`config.mk`:
```
export PLATFORM = sky130hd
export DESIGN_NAME = dmem_access_ctrl
export DESIGN_NICKNAME = d
export VERILOG_FILES = /design/src/rtl/dmem_access_ctrl.sv
export SDC_FILE = /design/constraint.sdc
export NUM_CORES = 1
export LEC_CHECK = 0
export ABC_AREA = 1
export CORE_ASPECT_RATIO = 1.5
export CORE_MARGIN = 8
export CORE_UTILIZATION = 50
export DETAILED_ROUTE_END_ITERATION = 6
export GPL_TIMING_DRIVEN = 0
export HOLD_SLACK_MARGIN = 0.08
export PLACE_DENSITY = 0.8
export SLEW_MARGIN = 25
export SYNTH_ARGS = -nofsm -noshare
export SYNTH_HDL_FRONTEND = slang
export SYNTH_SLANG_ARGS = --single-unit
```
`constraint.sdc`:
```
create_clock -name clk -period 2.6 [get_ports clk]
set_clock_uncertainty 0.2 [all_clocks]
set_input_delay 0.65 -clock clk [delete_from_list [all_inputs] [get_ports clk]]
set_output_delay 0.65 -clock clk [all_outputs]
set_load 0.05 [all_outputs]
```
`src/rtl/dmem_access_ctrl.sv`:
```
// MEM-stage load/store initiator for the word-organised data memory; sub-word stores use read-modify-write.
// Optional DMEM_ALIGN_CHECK_EN: misaligned word/half accesses fault instead of having their low address bits masked.
module dmem_access_ctrl #(
   parameter logic [31:0] BASE_ADDR = 32'h1001_0000,
   parameter int unsigned DEPTH     = 1024
) (
   input  logic        clk,
   input  logic        rst_n,
   input  logic        req_valid,
   output logic        req_ready,
   input  logic [2:0]  req_op,
   input  logic [31:0] req_addr,
   input  logic [31:0] req_wdata,
   output logic        resp_valid,
   output logic [31:0] resp_rdata,
   output logic        resp_err,
   output logic        mem_ena,
   output logic        mem_wena,
   output logic        mem_r_cs,
   output logic        mem_w_cs,
   output logic [31:0] mem_addr,
   output logic [31:0] mem_wdata,
   input  logic [31:0] mem_rdata
);

   typedef enum logic [1:0] {IDLE, READ, WRITE, RESP} state_t;
   typedef enum logic [2:0] {
      OP_LB  = 3'b000,
      OP_LH  = 3'b001,
      OP_LW  = 3'b010,
      OP_LBU = 3'b011,
      OP_LHU = 3'b100,
      OP_SB  = 3'b101,
      OP_SH  = 3'b110,
      OP_SW  = 3'b111
   } op_t;

   localparam logic [31:0] SPAN = 32'(4 * DEPTH);

   state_t      state;
   op_t         op_q;
   logic [31:0] addr_q;
   logic [15:0] wdata_q;

   op_t         req_op_e;
   logic        is_word;
   logic        is_half;
   logic        misaligned;
   logic        out_of_range;
   logic        fault;
   logic [31:0] eff_addr;
   logic [31:0] offset;

   logic [7:0]  rd_byte;
   logic [15:0] rd_half;
   logic [31:0] load_data;
   logic [31:0] merged;
   logic        op_is_load;

   always_comb begin
      req_op_e     = op_t'(req_op);
      is_word      = (req_op_e == OP_LW) || (req_op_e == OP_SW);
      is_half      = (req_op_e == OP_LH) || (req_op_e == OP_LHU) || (req_op_e == OP_SH);
      offset       = req_addr - BASE_ADDR;
      out_of_range = (req_addr < BASE_ADDR) || (offset >= SPAN);
`ifdef DMEM_ALIGN_CHECK_EN
      eff_addr     = req_addr;
      misaligned   = is_word ? (req_addr[1:0] != 2'b00) :
                     is_half ? req_addr[0] : 1'b0;
`else
      eff_addr     = req_addr;
      misaligned   = 1'b0;
      if (is_word) eff_addr[1:0] = 2'b00;
      if (is_half) eff_addr[0]   = 1'b0;
`endif
      fault        = out_of_range || misaligned;
   end

   always_comb begin
      case (addr_q[1:0])
         2'd0:    rd_byte = mem_rdata[7:0];
         2'd1:    rd_byte = mem_rdata[15:8];
         2'd2:    rd_byte = mem_rdata[23:16];
         default: rd_byte = mem_rdata[31:24];
      endcase
      rd_half = addr_q[1] ? mem_rdata[31:16] : mem_rdata[15:0];

      case (op_q)
         OP_LB:   load_data = {{24{rd_byte[7]}}, rd_byte};
         OP_LBU:  load_data = {24'h0, rd_byte};
         OP_LH:   load_data = {{16{rd_half[15]}}, rd_half};
         OP_LHU:  load_data = {16'h0, rd_half};
         default: load_data = mem_rdata;
      endcase

      merged = mem_rdata;
      if (op_q == OP_SB) begin
         case (addr_q[1:0])
            2'd0:    merged[7:0]   = wdata_q[7:0];
            2'd1:    merged[15:8]  = wdata_q[7:0];
            2'd2:    merged[23:16] = wdata_q[7:0];
            default: merged[31:24] = wdata_q[7:0];
         endcase
      end else if (op_q == OP_SH) begin
         if (addr_q[1]) merged[31:16] = wdata_q;
         else           merged[15:0]  = wdata_q;
      end

      op_is_load = (op_q == OP_LB) || (op_q == OP_LH) || (op_q == OP_LW) ||
                   (op_q == OP_LBU) || (op_q == OP_LHU);
   end

   // Memory controls are registered one state ahead so they are valid for the whole READ/WRITE cycle.
   always_ff @(posedge clk or negedge rst_n) begin
      if (!rst_n) begin
         state      <= IDLE;
         op_q       <= OP_LB;
         addr_q     <= '0;
         wdata_q    <= '0;
         req_ready  <= 1'b1;
         resp_valid <= 1'b0;
         resp_rdata <= '0;
         resp_err   <= 1'b0;
         mem_ena    <= 1'b0;
         mem_wena   <= 1'b0;
         mem_r_cs   <= 1'b0;
         mem_w_cs   <= 1'b0;
         mem_addr   <= '0;
         mem_wdata  <= '0;
      end else begin
         case (state)
            IDLE: begin
               if (req_valid) begin
                  op_q      <= req_op_e;
                  addr_q    <= eff_addr;
                  wdata_q   <= req_wdata[15:0];
                  req_ready <= 1'b0;
                  if (fault) begin
                     state      <= RESP;
                     resp_valid <= 1'b1;
                     resp_err   <= 1'b1;
                     resp_rdata <= '0;
                  end else if (req_op_e == OP_SW) begin
                     state     <= WRITE;
                     mem_ena   <= 1'b1;
                     mem_wena  <= 1'b1;
                     mem_w_cs  <= 1'b1;
                     mem_addr  <= {eff_addr[31:2], 2'b00};
                     mem_wdata <= req_wdata;
                  end else begin
                     state    <= READ;
                     mem_ena  <= 1'b1;
                     mem_r_cs <= 1'b1;
                     mem_addr <= {eff_addr[31:2], 2'b00};
                  end
               end
            end
            READ: begin
               mem_r_cs <= 1'b0;
               if (op_is_load) begin
                  state      <= RESP;
                  mem_ena    <= 1'b0;
                  resp_valid <= 1'b1;
                  resp_err   <= 1'b0;
                  resp_rdata <= load_data;
               end else begin
                  state     <= WRITE;
                  mem_wena  <= 1'b1;
                  mem_w_cs  <= 1'b1;
                  mem_addr  <= {addr_q[31:2], 2'b00};
                  mem_wdata <= merged;
               end
            end
            WRITE: begin
               state      <= RESP;
               mem_ena    <= 1'b0;
               mem_wena   <= 1'b0;
               mem_w_cs   <= 1'b0;
               resp_valid <= 1'b1;
               resp_err   <= 1'b0;
               resp_rdata <= '0;
            end
            RESP: begin
               state      <= IDLE;
               resp_valid <= 1'b0;
               resp_err   <= 1'b0;
               resp_rdata <= '0;
               req_ready  <= 1'b1;
            end
            default: state <= IDLE;
         endcase
      end
   end

endmodule

```
==> results of run 1 <==
power by group through the flow:
stage	registers, mW	clock network (mW)	logic (mW)
after CTS	4.01	2.44	10.2
after global placement	4.00	0	9.96
final	4.02	2.44	10.2
after detailed placement	4.03	0	10.1
after global routing	4.13	2.53	11.2
after floorplan	6.03	0	4.82
logic make-up after synthesis:
logic type | count (synthesis)
and+or+nand+nor | 553
AOI/OAI and AO/OA | 336
buffers and inverters | 186
DFF | 153
adders and majority gates | 4
xor gates and xnor gates | 1
other | 1
cell usage in the layout (no fill, tap or decap), types with 4 or more instances in the layout:
cell / n
nand4_1: 37
ha_1: 4
a21oi_1: 122
buf_4: 6
clkbuf_1: 40
o21ai_1: 15
nand2_1: 386
o21ai_0: 175
o211ai_1: 4
nand3_1: 49
dfrtp_1: 152
nor2_1: 65
clkbuf_16: 17
o22ai_1: 16
buf_6: 6
inv_1: 81
clkinvlp_4: 4
clkdlybuf4s50_1: 199
nor2_2: 8
inv_2: 22
clkbuf_2: 5
buf_2: 24
state kept, by name, summed over array words and instances (netlist names):
| register | cells |
|---|---|
| mem_wdata | 32 |
| op_q | 3 |
| mem_addr | 30 |
| wdata_q | 16 |
| state | 2 |
| req_ready | 1 |
| resp_valid | 1 |
| mem_ena | 1 |
| resp_rdata | 32 |
| mem_w_cs | 1 |
| mem_r_cs | 1 |
| resp_err | 1 |
| addr_q | 32 |
worst paths after layout:
kind / cells after the start / startpoint / endpoint
worst max register to register: 8 / state[0]$_DFFE_PN0P_ / addr_q[2]$_DFFE_PN0P_
worst max-delay path: 1 / mem_addr[31]$_DFFE_PN0P_ / mem_addr[31]
min in group asynchronous: 2 / rst_n / mem_wdata[16]$_DFFE_PN0P_
max in group asynchronous: 3 / rst_n / req_ready$_DFFE_PN1P_
worst min-delay path: 2 / mem_addr[22]$_DFFE_PN0P_ / mem_addr[22]$_DFFE_PN0P_
worst min register to register: 2 / mem_addr[22]$_DFFE_PN0P_ / mem_addr[22]$_DFFE_PN0P_
metrics by stage:
step / power, mW / worst slack, ns / cell area [um2] / instances
final: 16.7 / 0.0977 / 11600 / 1684
after global routing: 17.8 / 0.00181 / 11600 / 1684
after CTS: 16.6 / 0.0136 / 11600 / 1684
after detailed placement: 14.1 / -0.367 / 11000 / 1651
after global placement: 14.0 / -5.47 / 11000 / 1650
after floorplan: 10.9 / 0.556 / 8700 / 1235
routing by layer:
metal,GRT usage [%],vias to the layer above,routed length [um]
li1,-,4487,-
met3,6.34,101,2360
met1,32.4,4430,11800
met2,49.5,463,15700
met4,16.7,0,1660
met5,0,-,0
layout make-up:
| cell class | instances | area, um2 | share of cell area (%) |
|---|---|---|---|
| inverter | 103 | 387 | 3.32 |
| clock buffer | 18 | 439 | 3.78 |
| sequential | 153 | 3830 | 32.9 |
| buffer | 83 | 419 | 3.60 |
| multi-input combinational | 896 | 4090 | 35.2 |
| timing repair buffer | 204 | 2070 | 17.8 |
| tap | 213 | 267 | 2.29 |
| clock inverter | 14 | 133 | 1.14 |
synthesized netlist by cell type:
master    instances  area (um2)
a21oi_1         122         611
a21oi_2           2        17.5
a22o_1            1        8.76
buf_1             1        3.75
buf_2            24         120
buf_4             6        45.0
buf_6             6        67.6
clkbuf_1         46         173
conb_1            1        3.75
dfrtp_1         152        3800
dfstp_2           1        26.3
ha_1              4        50.1
inv_1            81         304
inv_2            22        82.6
nand2_1         386        1450
nand2_2           3        18.8
nand3_1          49         245
nand3_2           1        10.0
nand4_1          37         231
nand4_2           1        12.5
nor2_1           67         251
nor2_2            6        37.5
nor2_4            1        11.3
nor3_1            1        5.00
o211ai_1          4        30.0
o21ai_0         175         876
o21ai_1          15        75.1
o22ai_1          16         100
o31ai_1           1        7.51
or2_2             1        6.26
xor2_1            1        8.76
repair_timing:
item                       4_1_cts  5_1_grt
hold buffers                     1        0
hold endpoints to repair        75        0
setup endpoints to repair       32       85
pin swaps                        0        0
resized for setup                3       16
==> results.ini, run 1 <==
[global_route]
grt_pass1_vias=9535
grt_max_degree=92
antenna_found_initial=0
grt-ovfl-total=0
grt.total_usage_pct=29.0
grt_pass1_wl_um=49200

[clock_tree]
clock-sinks=153
numCtsBuffers=17
cts.path.max_buffers=2
htreeDepth=4
postCtsSetupBuffers=0
clk_latency_ns=0.44
cts_tree=yes
clk_pin_slew_ns=0.07
root_buffer=clkbuf_16

[worst_setup_path]
critical_path_required_ns=1.75
slowest_delay_ns=0.82
crit_path_start_kind=flip-flop
path_buf_inv=1
worst_setup_path_end_kind=primary output
crit_path_max_fanout=2
cp_cell_sequence=clkdlybuf4s50_1
slowest_stage=clkdlybuf4s50_1
crit_family=buffers and inverters
cp.arrival_ns=1.65
r2r_slack_ns=0.20
worstSetupPathType=reg -> out

[power]
clkPwrFrac_pct=14.6
sw_frac_of_total_pct=52.8
internal_power_mw=7.88
p_comb_share_pct=61.4
seqPwrFrac_pct=24.1
ir_drop_uv=822
leakage_nw=5.57
p_per_area_nw_per_um2=1440
p_sw_mw=8.82

[logic_synthesis]
yosys_warnings=0
ys_ff_latch=153
synth_mux_area_share_pct=0
avgSynthCellArea_um2=7.04
netlist_instances=1234
synthSimpleGateAreaFrac_pct=26.2
synth_fa_ha_area_share_pct=0.576
synth_compound_area_share_pct=19.9
synth-xor-area-share_pct=0.101
synth_top_family_by_area=simple AND/OR/NAND/NOR gates
syn_area_um2=8690
synth.distinct_cells=31
seq_area_frac_synth_pct=44.1

[timing]
period_share_pct=96.2
rsz0062_at_grt=false
setup_viol=0
hold_viol_final=0
hold_ws_ns=0.269
period_needed_ns=2.50
setup_tns_ns=0
maxSlewHeadroom_pct=53.4
timing_worst_slew_pin_value_ns=0.698
maxSlewViolCount=0
max_freq_mhz=400

[placed_design]
hpwlAfterDp_um=24500
numPortBuffers=202
gp_congestion=1.05

[layout]
final_nets=1564
antenna_cells=0
drive_gt1_share_pct=7.89
postLayoutCoreUtil_pct=67.6
fill_cells=1503
area_growth_syn_to_layout_pct=33.8

[outcome]
outcome=finished, violations left
failed_checks=design-rule violations

[run]
cap_violations=0

[detailed_routing]
final_antenna_net_count=0
num_vias=9481
viasPerCell=5.63
wirelength_um=31600
routedWlPerCell_um=18.7
first_pass_iters=7
drt_iter0_markers=894
post-route-drc-count=6

[floorplan]
core-area_um2=17200
dieArea_um2=21900
die_h_um=177
dieWidth_um=124
start_util_pct=50.5
rows=59
num_io_pins=205

[worst_hold_path]
hold_path_class=reg -> reg

Note: power is estimated with default switching activity, not from simulation.
==> run 2: changes to the inputs <==
--- a/config.mk
+++ b/config.mk
@@ -8,11 +8,12 @@
 export ABC_AREA = 1
 export CORE_ASPECT_RATIO = 1.5
 export CORE_MARGIN = 8
-export CORE_UTILIZATION = 50
+export CORE_UTILIZATION = 46
+export CTS_BUF_LIST = sky130_fd_sc_hd__clkbuf_16
 export DETAILED_ROUTE_END_ITERATION = 6
 export GPL_TIMING_DRIVEN = 0
 export HOLD_SLACK_MARGIN = 0.08
-export PLACE_DENSITY = 0.8
+export PLACE_DENSITY = 0.78
 export SLEW_MARGIN = 25
 export SYNTH_ARGS = -nofsm -noshare
 export SYNTH_HDL_FRONTEND = slang
==> constraint.sdc (replaced) <==
create_clock -name clk -period 2.2 [get_ports clk]
set_clock_uncertainty 0.2 [all_clocks]
set_input_delay 0.55 -clock clk [delete_from_list [all_inputs] [get_ports clk]]
set_output_delay 0.55 -clock clk [all_outputs]
set_load 0.05 [all_outputs]
==> run 2 against run 1 <==
Effect of this change:
- the flow still finishes with violations (design-rule violations)
- final cell count increased by 4.1%
- sequential share of layout area decreased by 1.3 points
- global-route usage decreased by 0.60 points
- first-iteration DRC count increased by 5.6%
- critical path depth increased by 14
- utilization decreased by 2.3 points
- die area increased by 7.7%
- critical endpoint is now mem_wdata[14]$_DFFE_PN0P_
- highest routed layer unchanged
==> results.ini, run 2 (synthesized netlist as in run 1, its figures left out) <==
[outcome]
outcome=finished, violations left
failed_checks=design-rule violations

[worst_setup_path]
startpoint=req_addr[23]
worstSetupPathType=in -> reg
r2r_slack_ns=0.05  ; -0.15 ns
reg2regPathDepth=9  ; +1
critical_path_required_ns=2.37  ; +0.62 ns
crit_path_max_fanout=5  ; +3
worst_setup_path_end_kind=flip-flop
r2r_start=state[0]$_DFFE_PN0P_
crit_path_start_kind=input pin
timing.rr.end=mem_addr[3]$_DFFE_PN0P_
cp.arrival_ns=2.36  ; +0.71 ns
crit_path_end=mem_wdata[14]$_DFFE_PN0P_

[clock_tree]
root_buffer=clkbuf_16
clock-sinks=153  ; unchanged
numCtsBuffers=17  ; unchanged
cts.path.max_buffers=2  ; unchanged
clk_pin_slew_ns=0.07  ; about the same
htreeDepth=4  ; unchanged
cts_tree=yes
clk_latency_ns=0.43  ; about the same

[detailed_routing]
routedWlPerCell_um=19.5  ; +4.2%
wirelength_um=34200  ; +8.4%
drt_iter0_markers=944  ; +5.6%
num_vias=9731  ; +2.6%
viasPerCell=5.55  ; -1.4%
first_pass_iters=7  ; unchanged
final_antenna_net_count=0  ; unchanged
post-route-drc-count=4  ; -2

[layout]
final_nets=1594  ; +1.9%
fin_area_um2=12100  ; +4.2%
drive_gt1_share_pct=14.8  ; +6.9 points
layout_commonest_cell=nand2_1
layout_common_cells=370 x nand2_1, 175 x o21ai_0, 150 x dfrtp_1
largestRegisters=addr_q: 32 flops, mem_wdata: 32 flops, resp_rdata: 32 flops
fill_cells=1718  ; +14%
antenna_cells=0  ; unchanged
area_growth_syn_to_layout_pct=39.5
final_cells=1753  ; +4.1%

[timing]
max_freq_mhz=457
period_needed_ns=2.19
maxSlewViolCount=0  ; unchanged
rsz0062_at_grt=true
setup_tns_ns=0  ; unchanged
setup_viol=0  ; unchanged
period_share_pct=99.4
maxSlewHeadroom_pct=57.4  ; +4.0 points
timing_worst_slew_pin_value_ns=0.639  ; -0.0597 ns
hold_viol_final=0  ; unchanged

[floorplan]
die_h_um=184  ; +3.9%
start_util_pct=46.9  ; -3.7 points
rows=61  ; +3.4%
dieArea_um2=23600  ; +7.7%
core-area_um2=18500  ; +7.8%
dieWidth_um=128  ; +3.7%
num_io_pins=205  ; unchanged

[global_route]
antenna_found_initial=0  ; unchanged
grt-ovfl-total=0  ; unchanged
grt_pass1_vias=9671  ; +1.4%
grt.total_usage_pct=28.4  ; -0.60 points
grt_max_degree=85  ; -7.6%
grt_pass1_wl_um=51600  ; +4.9%

[power]
ir_drop_uv=724  ; -12%
p_per_area_nw_per_um2=1700  ; +19%
internal_power_mw=9.80  ; +24%
p_comb_share_pct=61.9  ; +0.5 points
seqPwrFrac_pct=23.0  ; -1.1 points
leakage_nw=6.20  ; +11%
power_mw=20.6  ; +24%
p_sw_mw=10.8  ; +23%
sw_frac_of_total_pct=52.5  ; -0.32 points
clkPwrFrac_pct=15.1  ; +0.5 points

[placed_design]
gp_congestion=0.976  ; -7.5%
numPortBuffers=202  ; unchanged
postPlaceCellArea_um2=11100  ; +0.44%
hpwlAfterDp_um=25400  ; +4.0%
dp.cells=1690  ; +2.4%

[run]
cap_violations=0  ; unchanged

[worst_hold_path]
hold_path_class=in -> reg

-- run 2: cell count changes in the layout (fill, tap and decap cells not counted), sizes merged --
cell / change
clkdlybuf4s15: +3
dlygate4sd2: +106
clkinv: -1
bufinv: +3
clkdlybuf4s50: -119
dlymetal6s2s: +1
buf: +24
clkinvlp: -1
clkbuf: +14
-- run 2: final cells by class --
class	count	area (um2)	share of cell area (%)
Clock inverter	15	189	1.56
Sequential cell	153	3830	31.6
Buffer	83	518	4.27
Inverter	103	394	3.25
Timing Repair Buffer	234	2200	18.2
Tap cell	252	315	2.60
Multi-Input combinational cell	896	4250	35.0
Clock buffer	17	425	3.51
-- run 2: layer usage --
layer	GRT usage [%]	vias to the layer above	part of all wire, %
met5	0	-	0
met4	16.0	0	4.8
met3	5.99	98	6.8
met2	51.4	480	52
met1	29.9	4582	36
li1	-	4571	-
-- run 2: power by group through the flow --
stage,combinational (mW),sequential (mW),clock [mW]
final,12.8,4.74,3.12
after floorplan,5.70,7.13,0
after detailed placement,12.1,4.75,0
after global routing,13.8,4.86,3.24
after global placement,11.9,4.72,0
after CTS,12.2,4.71,3.13
-- run 2: worst max-delay path, cell delays in order --
cell,delay (ns)
clkdlybuf4s15_1,0.20
nor2_2,0.17
nand3_2,0.11
nor2_2,0.15
nand2_1,0.07
nand2_2,0.08
nand2_2,0.07
nor2_4,0.13
nor2_2,0.05
nor2_2,0.15
buf_6,0.17
buf_8,0.14
buf_6,0.11
nand4_1,0.09
nand2_1,0.10
-- run 2: through the flow --
step	hold slack [ns]	util [%]	setup WS, ns
2_1_floorplan	0.0544	-	0.198
3_3_place_gp	0.253	59.5	-5.74
3_5_place_dp	0.258	59.7	-0.773
4_1_cts	0.270	63.8	-0.0111
5_1_grt	0.262	65.4	-0.108
6_report	0.259	65.4	0.0136
-- run 2: worst min path at each step --
stage	startpoint	to	slack, ns	cells past startpoint
after global routing	req_addr[18]	addr_q[18]$_DFFE_PN0P_	0.26	3
final	req_addr[28]	addr_q[28]$_DFFE_PN0P_	0.26	3
after detailed placement	mem_addr[25]$_DFFE_PN0P_	mem_addr[25]$_DFFE_PN0P_	0.26	2
after CTS	mem_addr[19]$_DFFE_PN0P_	mem_addr[19]$_DFFE_PN0P_	0.27	2
after global placement	mem_addr[17]$_DFFE_PN0P_	mem_addr[17]$_DFFE_PN0P_	0.25	2
after floorplan	rst_n	addr_q[0]$_DFFE_PN0P_	0.05	0
-- run 2: repair_timing --
item                                    CTS  global route
endpoints found under the setup margin  243           143
hold buffers                              1             0
pin swaps                                20            27
gates resized for setup                 185            98
buffers inserted                         13            11
gates cloned                              4             2
endpoints found under the hold margin    82             0
